`config.mk`:
```
export PLATFORM = sky130hd
export DESIGN_NAME = pipe_stage_reg
export DESIGN_NICKNAME = d
export VERILOG_FILES = /design/src/rtl/pipe_pkg.sv /design/src/rtl/pipe_stage_reg_sat_counter.sv /design/src/rtl/pipe_stage_reg.sv
export SDC_FILE = /design/constraint.sdc
export NUM_CORES = 1
export LEC_CHECK = 0
export CAP_MARGIN = 40
export CELL_PAD_IN_SITES_DETAIL_PLACEMENT = 1
export CELL_PAD_IN_SITES_GLOBAL_PLACEMENT = 2
export CORE_UTILIZATION = 27
export CTS_CLUSTER_DIAMETER = 150
export DETAILED_ROUTE_END_ITERATION = 10
export GPL_TIMING_DRIVEN = 1
export PLACE_DENSITY = 0.77
export SYNTH_ARGS = -nofsm -noshare
export SYNTH_HDL_FRONTEND = slang
export SYNTH_HIERARCHICAL = 1
export SYNTH_SLANG_ARGS = --single-unit
```
`constraint.sdc`:
```
create_clock -name clk -period 2.05 [get_ports clk]
set_clock_uncertainty 0.2 [all_clocks]
set_input_delay 0.615 -clock clk [delete_from_list [all_inputs] [get_ports clk]]
set_output_delay 0.615 -clock clk [all_outputs]
set_load 0.03 [all_outputs]
```
`src/rtl/pipe_pkg.sv`:
```
// Shared definitions for the elastic pipeline stage registers.
// This file holds the occupancy encoding, the default bubble encodings, and the counter width.
package pipe_pkg;

  typedef enum logic [1:0] {
    EMPTY = 2'd0,
    ONE   = 2'd1,
    FULL  = 2'd2
  } stage_state_t;

  localparam int DEFAULT_CNT_W = 16;

  // RISC-V canonical NOP (addi x0, x0, 0) for instruction-carrying stages.
  localparam logic [31:0] NOP_INSTR = 32'h0000_0013;
  // The all-zero control bundle de-asserts every write enable, so it is harmless.
  localparam logic [31:0] NOP_CTRL  = 32'h0000_0000;

  // Occupancy transition, ignoring flush. The caller applies flush on top of this.
  function automatic stage_state_t stage_next(input stage_state_t state,
                                              input logic         in_fire,
                                              input logic         out_fire);
    stage_state_t next;
    next = state;
    case (state)
      EMPTY: if (in_fire) next = ONE;
      ONE: begin
        if (in_fire && !out_fire)      next = FULL;
        else if (!in_fire && out_fire) next = EMPTY;
      end
      FULL:    if (out_fire) next = ONE;
      default: next = EMPTY;
    endcase
    return next;
  endfunction

endpackage

```
`src/rtl/pipe_stage_reg_sat_counter.sv`:
```
// Saturating up-counter with synchronous active-low reset.
// It is used for stall_cnt and can be reused by other performance counters.
module sat_counter #(
  parameter int W = 16
) (
  input  logic         clk,
  input  logic         reset,
  input  logic         inc,
  output logic [W-1:0] count
);

  // NOTE: sequential state uses non-blocking assignments so every flop samples pre-edge values.
  always_ff @(posedge clk) begin
    if (!reset) begin
      count <= '0;
    end else if (inc && (count != '1)) begin
      count <= count + 1'b1;
    end
  end

endmodule

```
`src/rtl/pipe_stage_reg.sv`:
```
// Elastic pipeline stage register: valid/ready handshake with a two-entry skid buffer,
// flush with bubble insertion, and a saturating stall-cycle counter.
module pipe_stage_reg
  import pipe_pkg::*;
#(
  parameter int                DATA_W    = 32,
  parameter logic [DATA_W-1:0] NOP_VALUE = '0,
  parameter int                CNT_W     = DEFAULT_CNT_W
) (
  input  logic              clk,
  input  logic              reset,
  input  logic              in_valid,
  output logic              in_ready,
  input  logic [DATA_W-1:0] in_data,
  output logic              out_valid,
  input  logic              out_ready,
  output logic [DATA_W-1:0] out_data,
  input  logic              flush,
  output logic [CNT_W-1:0]  stall_cnt
);

  stage_state_t      state_q, state_d;
  logic [DATA_W-1:0] main_q,  main_d;
  logic [DATA_W-1:0] skid_q,  skid_d;
  logic              in_fire, out_fire;
  logic              stalled;

  // Handshake outputs decode the state flops only, so no input reaches them combinationally.
  assign out_valid = (state_q != EMPTY);
  assign in_ready  = (state_q != FULL);
  assign out_data  = main_q;

  assign in_fire  = in_valid  & in_ready;
  assign out_fire = out_valid & out_ready;
  assign stalled  = out_valid & ~out_ready;

  // NOTE: the payload registers are reset too. This makes out_data a defined bubble right after reset.
  always_ff @(posedge clk) begin
    if (!reset) begin
      state_q <= EMPTY;
      main_q  <= NOP_VALUE;
      skid_q  <= NOP_VALUE;
    end else begin
      state_q <= state_d;
      main_q  <= main_d;
      skid_q  <= skid_d;
    end
  end

  // NOTE: every comb output gets a default first, so no path leaves a latch behind.
  always_comb begin
    state_d = stage_next(state_q, in_fire, out_fire);
    main_d  = main_q;
    skid_d  = skid_q;

    case (state_q)
      EMPTY: begin
        if (in_fire) main_d = in_data;
      end
      ONE: begin
        if (in_fire && !out_fire) begin
          skid_d = in_data;
        end else if (in_fire && out_fire) begin
          main_d = in_data;
        end else if (out_fire) begin
          main_d = NOP_VALUE;
        end
      end
      FULL: begin
        // The head drains and the skid entry moves up.
        // The vacated skid slot goes back to the bubble value.
        if (out_fire) begin
          main_d = skid_q;
          skid_d = NOP_VALUE;
        end
      end
      default: begin
        main_d = NOP_VALUE;
        skid_d = NOP_VALUE;
      end
    endcase

    // Flush overrides any accept in the same cycle. An out_fire in that cycle still completes downstream.
    if (flush) begin
      state_d = EMPTY;
      main_d  = NOP_VALUE;
      skid_d  = NOP_VALUE;
    end
  end

  sat_counter #(
    .W(CNT_W)
  ) u_stall_cnt (
    .clk  (clk),
    .reset(reset),
    .inc  (stalled),
    .count(stall_cnt)
  );

endmodule
```
==> results of run 1 <==
-- metrics by stage --
| stage | TNS (ns) | util, % |
|---|---|---|
| floorplan | 0 | - |
| global placement | -31.58 | 37.3 |
| detailed placement | -36.80 | 37.3 |
| CTS | -0.660 | 40.6 |
| global route | -2.90 | 42.1 |
| finish | -1.34 | 42.1 |
-- how the worst max path moves through the flow --
stage | to | slack, ns
after CTS | out_data[25] | -0.05
after global routing | out_data[26] | -0.12
final | out_data[26] | -0.07
after detailed placement | out_data[20] | -0.59
after floorplan | out_data[0] | 0.02
after global placement | out_data[31] | -0.50
-- layout make-up --
cell class	instances	area, um^2
Inverter	7	26.3
Tap cell	184	230
Sequential cell	82	1650
Clock buffer	9	225
Fill cell	1681	8510
Timing Repair Buffer	145	1500
Clock inverter	7	116
Multi-Input combinational cell	356	2450
-- repair_timing --
item | CTS | global route
resized for setup | 77 | 45
pin swaps | 7 | 18
endpoints found under the setup margin | 125 | 40
buffers inserted | 4 | 3
gates cloned | 4 | 2
-- placed cells by master (no fill, tap or decap), types with 2 or more instances in the layout --
master           netlist  layout
dfxtp_1               82      80
a21oi_1               74      65
dlygate4sd2_1          0      45
nand2_1               44      42
buf_4                  6      40
nand3_1               38      38
mux2i_1               35      35
clkdlybuf4s50_1        0      34
o2bb2ai_1             32      31
o21ai_1               47      28
o21ai_2                0      22
o21ai_0               22      17
clkbuf_16              0      11
buf_12                 0      10
a21oi_2                0       9
nor2_1                10       8
inv_1                  7       5
o31ai_1                5       5
or4_1                  5       5
buf_16                 0       4
buf_6                  6       4
nor2b_4                0       3
bufinv_16              0       3
clkdlybuf4s15_1        0       3
nand4_1                3       3
and4_1                 3       3
nor4_1                 3       3
inv_2                  0       2
o21ai_4                0       2
ha_4                   0       2
clkinv_2               0       2
clkbuf_2               0       2
dfxtp_4                0       2
nor3_1                 2       2
or3_1                  2       2
nand2b_1               4       2
-- kinds of logic (layout without fill, tap and decap cells) --
kind of cell | after synthesis | after routing | synth area share (%)
adder cells (fa/ha/maj) | 3 | 3 | 0.916
buffers and inverters | 50 | 168 | 6.59
AND/OR/NAND/NOR | 125 | 126 | 15.8
multiplexers | 35 | 35 | 8.55
AO/OA/AOI/OAI | 190 | 190 | 27.7
flip-flops | 82 | 82 | 40.0
XOR/XNOR | 2 | 2 | 0.427
-- layer usage --
layer,share of wire (%),wire [um],GRT usage (%),up-vias
met3,3.0,420,3.77,15
met4,1.6,230,6.38,0
met5,0,0,0,-
li1,-,-,-,2029
met1,47,6630,22.8,2001
met2,49,6920,31.4,68
-- registers in the layout, summed over array words and instances (netlist names) --
register           count
skid_q                32
u_stall_cnt/count     16
out_data              32
state_q                2
-- power groups by stage --
stage | combinational (mW) | sequential (mW) | clock (mW)
6_report | 0.569 | 1.63 | 1.90
5_1_grt | 0.608 | 1.64 | 2.02
4_1_cts | 0.539 | 1.63 | 1.94
2_1_floorplan | 0.205 | 1.71 | 0
3_5_place_dp | 0.492 | 1.67 | 0
3_3_place_gp | 0.484 | 1.67 | 0
-- worst max-delay path, delay by kind of cell (launching register included) --
family | cells | cell delay (ns)
and+or+nand+nor | 2 | 0.29
DFF | 1 | 0.37
buffers and inverters | 2 | 0.32
AOI/OAI and AO/OA | 4 | 0.71
adders and majority gates | 1 | 0.16
==> impl_metrics.env, run 1 <==
export IMPL_netSwitchingFraction_pct=25.3
export IMPL_synth_top_cells_by_area="dfxtp_1 40%, a21oi_1 9.0%, mux2i_1 8.5%"
export IMPL_cp_end_kind="flip-flop"
export IMPL_antenna_found_initial=0
export IMPL_dp_slack_ns=-0.587
export IMPL_wl_per_cell_um=18.0
export IMPL_yosysMostFrequentCell="dfxtp_1"
export IMPL_hold_ws_ns=0.252
export IMPL_rsz0062_at_grt="true"
export IMPL_hold_viol=0
export IMPL_routed_wl_mm=14.2
export IMPL_status="complete, but fails checks"
export IMPL_critical_path_startpoint_type="flip-flop"
export IMPL_core_um2=14700
export IMPL_p_seq_share_pct=39.8
export IMPL_cp_max_fo=7
export IMPL_vias_per_cell=5.21
export IMPL_tightestPinTransition_ns=0.530
export IMPL_layout_setup_ws_ns=-0.0697
export IMPL_crit_slowest_cell="dfxtp_4"
export IMPL_cts_made_buffers=9
export IMPL_synth_cell_type_count=45
export IMPL_ys_seq_area_share_pct=40.0
export IMPL_arrival_ns=2.20
export IMPL_cp_startpoint="state_q[0]"
export IMPL_dieHeight_um=125
export IMPL_synth_edff_count=0
export IMPL_row_count=44
export IMPL_ys_async_sr_fraction_pct=0
export IMPL_start_util_pct=27.9
export IMPL_yosys_top_cells_count="82 x dfxtp_1, 74 x a21oi_1, 47 x o21ai_1"
export IMPL_p_sw_mw=1.04
export IMPL_cts_tree="yes"
export IMPL_syn_nets=527
export IMPL_synth_seq_cells=82
export IMPL_cts_buffer_depth=2
export IMPL_holdPathEnd="skid_q[21]"
export IMPL_root_buffer="clkbuf_16"
export IMPL_yosys_warnings=6
export IMPL_setup_worst_path_class="flip-flop to flip-flop"
export IMPL_fin_crit_sh_pct=103
export IMPL_drt_initial_drc_count=198
export IMPL_first_pass_iters=9
export IMPL_grt_max_degree=42
export IMPL_grt_pass1_wl_mm=22.7
export IMPL_clkSlewWorstSetupHoldPaths_ns=0.07
export IMPL_power_leakage_nw=2.21
export IMPL_fin_crit_ns=2.12
export IMPL_setup_viol=32
export IMPL_io_buffers=86
export IMPL_clock_latency_ns=0.35
export IMPL_boundaryPins=87
export IMPL_final_layout_size_suffix_gt1_share_pct=22.8
export IMPL_reg2reg_slack_ns=-0.07
export IMPL_crit_required_ns=2.13
export IMPL_max_slew_margin_rel_pct=64.6
export IMPL_drc_errors=6
export IMPL_violations="DRC, setup timing"
export IMPL_timing_max_cap_violations=0
export IMPL_min_delay_path_depth=2
export IMPL_clkSinkCount=82
export IMPL_stdcell_count=790
export IMPL_drtAntennaViolNets=0
export IMPL_syn_to_final_growth_pct=51.1
export IMPL_total_power_mw=4.10
export IMPL_grt_usage_pct=18.3
export IMPL_cts_hold_repair_buffers=0
export IMPL_r2r_start="state_q[0]"
export IMPL_antennaDiodeCount=0
export IMPL_nNetsFinal=641
export IMPL_hp_class="flip-flop to flip-flop"
export IMPL_dp_cells=762
export IMPL_grt_pass1_vias=4265
export IMPL_via_count=4113
export IMPL_syn_inst=487
export IMPL_yosysTopAreaCellShare_pct=40.0
export IMPL_synth_area_um2=4100
export IMPL_cellPowerDensity_nw_per_um2=663
export IMPL_place_hpwl_mm=8.95
export IMPL_routabilityCongestion=0.770
export IMPL_placed_area_um2=5490
export IMPL_dieArea_um2=15700
export IMPL_power_internal_mw=3.07
export IMPL_clkPwrFrac_pct=46.3
export IMPL_comb_power_share_pct=13.9
export IMPL_path_cells="nand2b_4 -> and2_4 -> ha_4 -> o21ba_4 -> a211oi_4 -> buf_6 -> buf_12 -> o21ai_2 -> a21oi_1"
export IMPL_slew_violations=0
export IMPL_ff2ff_path_depth=9
export IMPL_final_area_um2=6190
export IMPL_yosysTopAreaCell="dfxtp_1"
export IMPL_h_tree_depth=3
export IMPL_critPathMaxStageDelay_ns=0.37
export IMPL_fp_dieW_um=125
export IMPL_worstReg2RegEnd="out_data[26]"
export IMPL_min_from="skid_q[21]"
export IMPL_synth_ff_type="dfxtp_1"
export IMPL_max_freq_mhz=472
export IMPL_syn_avg_cell_area_um2=8.42
export IMPL_grt_overflow=0
export IMPL_max_vdd_ir_drop_uv=305
(Power assumes the default switching activity.)
==> run 2, diff against run 1 <==
CAP_MARGIN = unset   (was 40)
==> results of run 2 <==
Same layout as run 1: the final DEF is identical, and so are final timing and power.
